`config.mk`:
```
export PLATFORM = sky130hd
export DESIGN_NAME = regfile_wb_arbiter_flat
export DESIGN_NICKNAME = d
export VERILOG_FILES = /design/src/rtl/common_pkg.sv /design/src/rtl/regfile_wb_arbiter_if.sv /design/src/rtl/rr_arbiter.sv /design/src/rtl/regfile_wb_arbiter.sv /design/src/flat_wrapper.sv
export SDC_FILE = /design/constraint.sdc
export NUM_CORES = 1
export LEC_CHECK = 0
export BUFFER_PORTS_ARGS = -buffer_cell sky130_fd_sc_hd__buf_4
export CORE_MARGIN = 4
export CORE_UTILIZATION = 53
export CTS_BUF_LIST = sky130_fd_sc_hd__clkbuf_16
export DETAILED_ROUTE_END_ITERATION = 6
export PLACE_DENSITY_LB_ADDON = 0.12
export SLEW_MARGIN = 20
export SYNTH_ARGS = -nofsm -noshare
export SYNTH_HDL_FRONTEND = slang
export SYNTH_SLANG_ARGS = --single-unit
export TNS_END_PERCENT = 20
```
`constraint.sdc`:
```
create_clock -name clk -period 5.1 [get_ports clk]
set_input_delay 0.765 -clock clk [delete_from_list [all_inputs] [get_ports clk]]
set_output_delay 0.765 -clock clk [all_outputs]
set_load 0.05 [all_outputs]
```
`src/rtl/common_pkg.sv`:
```
`default_nettype none
// ============================================================================
//  Module      : common_pkg
//  Description : Shared writeback request type and the round-robin pick
//                helper used by the register-file writeback arbiter.
//  Revision    : 1.0 - initial release
// ============================================================================
package common_pkg;

  // Default register index / data widths of the writeback request record.
  localparam int c_wb_addr_width = 5;
  localparam int c_wb_data_width = 32;

  // Widest requester vector the round-robin helper can scan.
  localparam int c_rr_max_sources = 32;
  localparam int c_rr_idx_w       = 5;

  typedef struct packed {
    logic [c_wb_addr_width-1:0] addr;
    logic [c_wb_data_width-1:0] data;
  } wb_req_t;

  // First set bit of req[n-1:0] found by scanning upward from ptr with
  // wrap-around; -1 when no bit is set. ptr must be below n.
  function automatic int rr_pick(input logic [c_rr_max_sources-1:0] req,
                                 input int ptr,
                                 input int n);
    int pick;
    int idx;
    pick = -1;
    idx  = 0;
    for (int k = 0; k < c_rr_max_sources; k++) begin
      if (k < n) begin
        idx = ptr + k;
        if (idx >= n) begin
          idx = idx - n;
        end
        if (pick < 0 && req[idx[c_rr_idx_w-1:0]]) begin
          pick = idx;
        end
      end
    end
    return pick;
  endfunction

endpackage
`default_nettype wire

```
`src/rtl/regfile_wb_arbiter_if.sv`:
```
`default_nettype none
// ============================================================================
//  Module      : data_write_interface
//  Description : Register-file write port bundle (enable, index, data).
//  Revision    : 1.0 - initial release
// ============================================================================
interface data_write_interface #(
  parameter int ADDR_WIDTH = 5,
  parameter int DATA_WIDTH = 32
);
  logic                  wen;
  logic [ADDR_WIDTH-1:0] addr;
  logic [DATA_WIDTH-1:0] data;

  // Driven by the arbiter.
  modport write (output wen, output addr, output data);
  // Observed by the register file.
  modport read  (input wen, input addr, input data);
endinterface
`default_nettype wire

```
`src/rtl/rr_arbiter.sv`:
```
`default_nettype none
// ============================================================================
//  Module      : rr_arbiter
//  Description : One-hot round-robin grant over SOURCES requesters. The
//                search starts at an internal pointer which moves to one past
//                the granted index whenever a grant is issued.
//  Revision    : 1.0 - initial release
// ============================================================================
module rr_arbiter
  import common_pkg::*;
#(
  parameter int SOURCES = 3
) (
  input  wire logic               clk,
  input  wire logic               rst,
  input  wire logic [SOURCES-1:0] i_req,
  output logic      [SOURCES-1:0] o_grant
);

  localparam int c_ptr_w = (SOURCES > 1) ? $clog2(SOURCES) : 1;

  logic [c_ptr_w-1:0]          r_rr;
  logic [c_rr_max_sources-1:0] w_req_ext;
  int                          w_pick;

  assign w_req_ext = c_rr_max_sources'(i_req);

  // Locate the winning requester for this cycle.
  always_comb begin
    w_pick = rr_pick(w_req_ext, int'(r_rr), SOURCES);
  end

  generate
    for (genvar i = 0; i < SOURCES; i++) begin : g_grant
      assign o_grant[i] = (w_pick == i);
    end
  endgenerate

  // Advance the search start past the winner; hold it when idle.
  always_ff @(posedge clk or posedge rst) begin
    if (rst) begin
      r_rr <= '0;
    end else if (w_pick >= 0) begin
      r_rr <= (w_pick == SOURCES - 1) ? '0 : c_ptr_w'(w_pick + 1);
    end
  end

endmodule
`default_nettype wire

```
`src/rtl/regfile_wb_arbiter.sv`:
```
`default_nettype none
// ============================================================================
//  Module      : regfile_wb_arbiter
//  Description : Collects writeback requests from SOURCES producers into one
//                pending slot each and drains them one per cycle, round-robin,
//                onto a single register-file write port. Same-address requests
//                are held back so write-after-write order is preserved, and
//                pending data is exposed through a forwarding lookup.
//  Revision    : 1.0 - initial release
// ============================================================================
module regfile_wb_arbiter
  import common_pkg::*;
#(
  parameter int SOURCES    = 3,
  parameter int ADDR_WIDTH = 5,
  parameter int DATA_WIDTH = 32
) (
  input  wire logic                                clk,
  input  wire logic                                rst,
  input  wire logic [SOURCES-1:0]                  req_valid,
  input  wire logic [SOURCES-1:0][ADDR_WIDTH-1:0]  req_addr,
  input  wire logic [SOURCES-1:0][DATA_WIDTH-1:0]  req_data,
  output logic      [SOURCES-1:0]                  req_ready,
  data_write_interface.write                       wr,
  input  wire logic [ADDR_WIDTH-1:0]               fwd_addr,
  output logic                                     fwd_hit,
  output logic      [DATA_WIDTH-1:0]               fwd_data,
  output logic                                     idle
);

  // Pending slot per source.
  logic [SOURCES-1:0]                 r_occ;
  logic [SOURCES-1:0][ADDR_WIDTH-1:0] r_addr;
  logic [SOURCES-1:0][DATA_WIDTH-1:0] r_data;

  logic [SOURCES-1:0]    w_grant;
  logic [SOURCES-1:0]    w_conflict;
  logic [SOURCES-1:0]    w_accept;
  logic [ADDR_WIDTH-1:0] w_wr_addr;
  logic [DATA_WIDTH-1:0] w_wr_data;

  rr_arbiter #(
    .SOURCES (SOURCES)
  ) u_arb (
    .clk     (clk),
    .rst     (rst),
    .i_req   (r_occ),
    .o_grant (w_grant)
  );

  // Accept a source when its slot is free or draining this cycle and no
  // other write to the same register is still in flight or being accepted
  // by a lower-index source; address 0 never conflicts.
  always_comb begin
    w_conflict = '0;
    req_ready  = '0;
    for (int i = 0; i < SOURCES; i++) begin
      if (req_addr[i] != '0) begin
        for (int j = 0; j < SOURCES; j++) begin
          if (j != i && r_occ[j] && !w_grant[j] && r_addr[j] == req_addr[i]) begin
            w_conflict[i] = 1'b1;
          end
          if (j < i && req_valid[j] && req_ready[j] && req_addr[j] == req_addr[i]) begin
            w_conflict[i] = 1'b1;
          end
        end
      end
      req_ready[i] = (~r_occ[i] | w_grant[i]) & ~w_conflict[i];
    end
  end

  assign w_accept = req_valid & req_ready;

  // Load accepted requests (address 0 is dropped) and retire granted slots.
  always_ff @(posedge clk or posedge rst) begin
    if (rst) begin
      r_occ  <= '0;
      r_addr <= '0;
      r_data <= '0;
    end else begin
      for (int i = 0; i < SOURCES; i++) begin
        if (w_accept[i]) begin
          r_occ[i]  <= (req_addr[i] != '0);
          r_addr[i] <= req_addr[i];
          r_data[i] <= req_data[i];
        end else if (w_grant[i]) begin
          r_occ[i] <= 1'b0;
        end
      end
    end
  end

  // Route the granted slot to the write port; all-zero when nothing drains.
  always_comb begin
    w_wr_addr = '0;
    w_wr_data = '0;
    for (int i = 0; i < SOURCES; i++) begin
      if (w_grant[i]) begin
        w_wr_addr = w_wr_addr | r_addr[i];
        w_wr_data = w_wr_data | r_data[i];
      end
    end
  end

  assign wr.wen  = |r_occ;
  assign wr.addr = w_wr_addr;
  assign wr.data = w_wr_data;

  // Forward from pending slots only; at most one slot can match a nonzero
  // address, so OR-combining the matches yields that slot's data.
  always_comb begin
    fwd_hit  = 1'b0;
    fwd_data = '0;
    if (fwd_addr != '0) begin
      for (int j = 0; j < SOURCES; j++) begin
        if (r_occ[j] && r_addr[j] == fwd_addr) begin
          fwd_hit  = 1'b1;
          fwd_data = fwd_data | r_data[j];
        end
      end
    end
  end

  assign idle = ~|r_occ;

endmodule
`default_nettype wire

```
`src/flat_wrapper.sv`:
```
// flat-port wrapper written by rule: the top's interface ports become plain ports
module regfile_wb_arbiter_flat import common_pkg::*;
#(
  parameter int SOURCES    = 3,
  parameter int ADDR_WIDTH = 5,
  parameter int DATA_WIDTH = 32
)
  (clk, rst, req_valid, req_addr, req_data, req_ready, fwd_addr, fwd_hit, fwd_data, idle, wr_wen, wr_addr, wr_data);
  data_write_interface #(.ADDR_WIDTH(ADDR_WIDTH), .DATA_WIDTH(DATA_WIDTH)) wr_i ();
  input  wire logic clk;
  input  wire logic rst;
  input  wire logic [SOURCES-1:0] req_valid;
  input  wire logic [SOURCES-1:0][ADDR_WIDTH-1:0] req_addr;
  input  wire logic [SOURCES-1:0][DATA_WIDTH-1:0] req_data;
  output logic      [SOURCES-1:0] req_ready;
  input  wire logic [ADDR_WIDTH-1:0] fwd_addr;
  output logic fwd_hit;
  output logic      [DATA_WIDTH-1:0] fwd_data;
  output logic idle;
  output wire logic [$bits(wr_i.wen)-1:0] wr_wen;
  output wire logic [$bits(wr_i.addr)-1:0] wr_addr;
  output wire logic [$bits(wr_i.data)-1:0] wr_data;
  assign wr_wen = wr_i.wen;
  assign wr_addr = wr_i.addr;
  assign wr_data = wr_i.data;
  regfile_wb_arbiter #(.SOURCES(SOURCES), .ADDR_WIDTH(ADDR_WIDTH), .DATA_WIDTH(DATA_WIDTH)) u_core (.clk(clk), .rst(rst), .req_valid(req_valid), .req_addr(req_addr), .req_data(req_data), .req_ready(req_ready), .wr(wr_i), .fwd_addr(fwd_addr), .fwd_hit(fwd_hit), .fwd_data(fwd_data), .idle(idle));
endmodule
```
After elaboration in Yosys (flattened, before gate mapping) --
Index checks and enable logic that the tools add are counted. Widths: inputs -> output; s select.
Storage, ports and cells: bits in registers 116, bits of input ports 121, output and inout port bits 75, logic and storage cells 137
Cells by class: add/sub/neg operators 6, magnitude comparators 9, eq/ne operators 14, muxes and demuxes 47, bitwise gates (word level) 19, reductions and logical operators 32
Operators by type and width (number):
- $mux 32 | 15
- $or 32x32->32 | 4
- $lt 32x1->1 const B | 2
- $eq 5x5->1 | 12
- $eq 32x2->1 const B | 1
- $eq 32x3->1 const B | 1
- $ge 32x1->1 const B | 1
- $logic_not 32->1 | 1
- $mux 1 | 25
- $reduce_bool 5->1 | 4
- $logic_and 1x1->1 | 19
- $lt 5x6->1 const B | 3
- $bmux 1 s5 | 3
- $mux 5 | 3
- $or 5x5->5 | 2
- $sub 3x2->4 const B | 2
- $ge 3x2->1 const B | 2
- $not 1->1 | 6
- $reduce_bool 2->1 | 3
- $logic_not 1->1 | 4
- $add 2x1->3 const B | 1
- $add 2x2->3 const B | 1
- $and 1x1->1 | 3
- $and 3x3->3 | 1
- other kinds (6) | 8

Logic depth before layout (Yosys ltp) --
depth after elaboration 35, mapped depth 17, depth with buffers taken out 15

Hierarchy --
From an unflattened synthesis, not the netlist that was laid out.
Unflattened totals: cell total of the unflattened synthesis 785, area, all modules 7649.8 um2
Modules (own cells, without submodules):
- regfile_wb_arbiter | times used 1, cells each 738, area each 7214.4 um2, seq. area each 2852.7 um2
- rr_arbiter | times used 1, cells each 47, area each 435.4 um2, seq. area each 50.0 um2

Worst setup path after synthesis --
OpenSTA, ideal clock, no wires.
path type register to output, start point register u_core.u_arb.r_rr[1], end point output port req_ready[2], arrival time 4.145 ns, data required time 4.335 ns, path slack 0.190 ns, cell stages (with the launch flop) 15, buffers on the path 0, path through dfrtp_1 inv_1 ha_1 mux2i_1 a221o_2 nand3_1 o21ai_0 a21o_1 ha_1 nor2_1 a41oi_4 or4_1 nand4_1 nand3_1 a21boi_0
Between the ends: cells in the longest elaborated chain, start to end 33, elaborated cells between the ends (all ways) 65, those cells by class add/sub (5); order compare (5); eq/ne (2); mux (24); bitwise (9); reduce/logical (20)
Ends and longest elaborated chain:
- start, declared | RTL line rr_arbiter.sv:22 | logic [c_ptr_w-1:0] r_rr;
- start signal, assigned | RTL line rr_arbiter.sv:44 | r_rr <= (w_pick == SOURCES - 1) ? '0 : c_ptr_w'(w_pick + 1);
- $sub 2x2->3 / $ge 2x2->1 (equally long branches) | RTL line common_pkg.sv:36, common_pkg.sv:35
- $mux 32 | RTL line common_pkg.sv:35 | if (idx >= n) begin
- $bmux 1 s5 | RTL line common_pkg.sv:38 | if (pick < 0 && req[idx[c_rr_idx_w-1:0]]) begin
- $mux 1 (implied by the code) | RTL line common_pkg.sv:38
- $mux 32 | RTL line common_pkg.sv:38
- $lt 32x1->1 | RTL line common_pkg.sv:38
- $logic_and 1x1->1 | RTL line common_pkg.sv:38
- $mux 32 | RTL line common_pkg.sv:38
- [16 not listed]
- $mux 1 | RTL line regfile_wb_arbiter.sv:58 | if (req_addr[i] != '0) begin
- $not 1->1 | RTL line regfile_wb_arbiter.sv:68 | req_ready[i] = (~r_occ[i] | w_grant[i]) & ~w_conflict[i];
- $and 1x1->1 | RTL line regfile_wb_arbiter.sv:68
- $logic_and 1x1->1 (2 in series) | RTL line regfile_wb_arbiter.sv:63 | if (j < i && req_valid[j] && req_ready[j] && req_addr[j] == req_addr[i]) begin
- $mux 1 | RTL line regfile_wb_arbiter.sv:63
- $mux 1 | RTL line regfile_wb_arbiter.sv:58
- $not 1->1 | RTL line regfile_wb_arbiter.sv:68
- $and 1x1->1 (*) | RTL line regfile_wb_arbiter.sv:68
- end, declared | RTL line flat_wrapper.sv:15 | output logic [SOURCES-1:0] req_ready;
Every way passes the cells marked *; elsewhere a longest branch is shown, timed or not. The select of a mux whose other input is x is not followed.

Final worst setup path --
Ends and elaborated chain as after synthesis.

==> reports/qor.txt <==
CP most frequent cell = inv_1
Final hold vios = 0
Area delta synth->final = 31.6%
Nets = 894
Met1 Track Usage GR = 36.0%
Fin cells = 950
Post-DP HPWL = 14.3 mm
Initial Util = 53.9%
Worst-path clk slew = 0.06 ns
Crit. Startpoint = u_core.u_arb.r_rr[1]
Synth Instances = 586
F_max = 205 MHz
Critical R2R Launch = u_core.u_arb.r_rr[1]
Synth cell types = 51
TritonCTS clock tree = built
Final setup viols = 0
Max transition margin = 35.0%
Port Buf Inserts = 195
Die W = 121 microns
Sequential fraction of the synthesis area = 42.7%
Delay of the slowest cell on the worst path = 0.57 ns
Vias = 5925
Hold Path Class = flip-flop to flip-flop
Clk buf depth = 2
Violated checks = design-rule violations
Post-route ant nets = 0
Clk_lat worst skew = 0.42 ns
Drt drc = 34
Gr ovfl total = 0
DRT iter0 DRCs = 961
Finished Core Util = 70.9%
Area contributors post-synth = dfrtp_1 43%, mux2_2 10%, a222oi_1 10%, mux2_4 6.6%, xor2_1 4.1%
Vias in the first global route = 6047
Io pins = 196
Post-synth top area cell = dfrtp_1
Cell Rows = 41
Hold Path Origin = u_core.r_data[33]
Status = complete, but fails checks
Initial antenna violation count = 0
GP Congestion = 0.945
Worst slew pin tran = 0.975 ns
Largest net degree at the start of global routing = 80
CTS buffer count = 17
Cts hold-fix bufs = 0
CTS Sinks = 116
Total track usage = 28.6%
Global-route wire length before repair = 32.5 mm
Cell Chain, Critical Path = inv_1 > ha_2 > mux2i_1 > a221oi_2 > o311ai_0 > o21ai_0 > inv_1 > ha_1 > nor2_1 > a41oi_4 > or4_1 > nand4_1 > nand3_1 > a21boi_0 > buf_4
Met2 Track Usage GR = 47.8%
DR pass1 iterations = 7
Die ar. = 14700 sq um
Core area = 12600 sq um
Gr busiest metal = met2
Max-slew violation count = 0
Required time of the critical path = 4.34 ns
Max Clock Skew = 0.0123 ns
Yosys warnings = 0
Post-Syn Nets = 715
Number of synthesized register bits = 116
Mean post-synth cell area = 11.6 sq um
Share of the synthesized area in the top cell type = 42.7%
Clock root cell = clkbuf_16
Htree depth = 4
CP startpoint kind = flip-flop
Met3 GRT Util = 6.71%
Post-layout min period = 4.88 ns
Arrival @ worst endpoint = 4.12 ns
Worst path slowest cell = or4_1
Max-Cap Viols = 0
Crit Path Max Fanout = 7
Post-Place Worst Slack = 0.560 ns
Antenna fix cells = 0
Vias per inst = 6.24
Total wire length = 21.2 mm
CP Capture Type = output pin
Post-Syn Area = 6800 sq um
Die Y-Extent = 121 microns
Final WS setup = 0.216 ns
Critical path class = flip-flop to output pin
Inst Count DP = 917
Period Utilization, post-route = 95.8%
Drt wl/cell = 22.4 microns
Layout cells sized above 1 = 45.6%
layout by cell type, fill, tap and decap left out, types with 2 or more instances in the layout:
cell type	netlist	routed
o31ai_1	3	3
buf_4	2	210
xor2_1	32	32
a221oi_2	2	2
xnor2_1	28	28
ha_1	8	7
nand3_1	9	9
or4_1	5	5
mux2i_1	2	2
bufinv_16	0	2
mux2_1	19	19
clkinv_4	0	4
clkbuf_16	0	17
nand4_1	5	5
nand2b_1	2	2
mux2_2	62	62
mux2_4	30	30
inv_6	0	5
inv_1	46	45
nor2_1	40	39
nor3_2	0	2
nor4_1	6	6
dfrtp_1	116	115
o21ai_0	6	6
nor3_1	8	6
nand2_2	0	2
buf_12	0	2
clkinvlp_4	0	2
a222oi_1	69	69
nand2_1	9	7
and3_2	2	2
and3_1	2	2
layout make-up:
class	count	area, sq um
fill	954	3670
multi-input combinational	372	3440
sequential	116	2900
timing repair buffer	212	1620
clock buffer	17	425
tap	172	215
inverter	46	175
clock inverter	15	170
registers in the layout (all words and copies together), names as in the netlist:
| signal | count |
|---|---|
| u_core.r_addr | 15 |
| u_core.r_data | 96 |
| u_core.u_arb.r_rr | 2 |
| u_core.r_occ | 3 |
cells by family (layout without fill, tap and decap cells):
group	Yosys count	after routing	share of synthesized area (%)
xor+xnor	60	60	7.72
compound gates	96	96	13.8
flops	116	116	42.7
fa+ha+maj	8	8	1.47
simple gates	95	95	6.88
buf+inv	98	290	7.15
mux	113	113	20.3
worst paths after layout:
| check | slack, ns | cells after the start | end |
|---|---|---|---|
| worst max-delay path | 0.22 | 15 | req_ready[2] |
| worst min-delay path | 0.53 | 1 | u_core.r_data[33] |
| worst max register to register | 0.73 | 15 | u_core.r_data[59] |
| worst min register to register | 0.53 | 1 | u_core.r_data[33] |
| max in group asynchronous | 3.43 | 3 | u_core.r_addr[7] |
| min in group asynchronous | 0.58 | 2 | u_core.r_data[79] |
per-stage QoR:
step,TNS (ns),hold slack [ns],instance area [sq um]
after floorplan,0,0.488,6800
after global placement,0,0.500,8340
after detailed placement,0,0.514,8340
after CTS,0,0.526,8930
after global routing,-0.0614,0.536,8950
final,0,0.527,8950
metal layers:
metal / wire length [microns] / part of all wire, % / up-vias
met5: 0 / 0 / -
met4: 565 / 2.7 / 0
met3: 2020 / 9.5 / 52
met2: 10600 / 50 / 363
met1: 8110 / 38 / 2957
li1: - / - / 2553
cells in the mapped netlist (all sizes together):
cell and instances:
xor2 32, o31ai 3, or4 5, nand3b 1, a221oi 2, a31oi 1
and3 4, a2bb2oi 1, xnor2 28, or2b 1, o211ai 1, o31a 1
o311ai 1, and4 1, dfrtp 116, inv 46, a21boi 3, nand3 9
o22ai 1, ha 8, a21o 1, nand4 5, a32oi 1, o21ai 6
a21oi 1, nor3 8, nand2b 2, mux2 111, nand2 9, clkbuf 27
a221o 2, nor4 6, or3 1, a222oi 69, o21a 1, mux2i 2
buf 25, nand4b 1, nor2 40, a41oi 1, nor2b 2
critical path: cells and delay by family (launching register included):
family / cells / cell delay (ns)
AOI/OAI and AO/OA: 5 / 1.11
and+or+nand+nor: 4 / 0.97
adders and majority gates: 2 / 0.63
buffers and inverters: 3 / 0.43
DFF: 1 / 0.42
muxes: 1 / 0.14
what timing repair did:
item | CTS | global route
setup buffers | 0 | 1
gates resized for setup | 0 | 3
endpoints found under the setup margin | 0 | 20
Power is not shown: default switching activity piles up to over one toggle a cycle in this logic, so the estimate is an artifact.
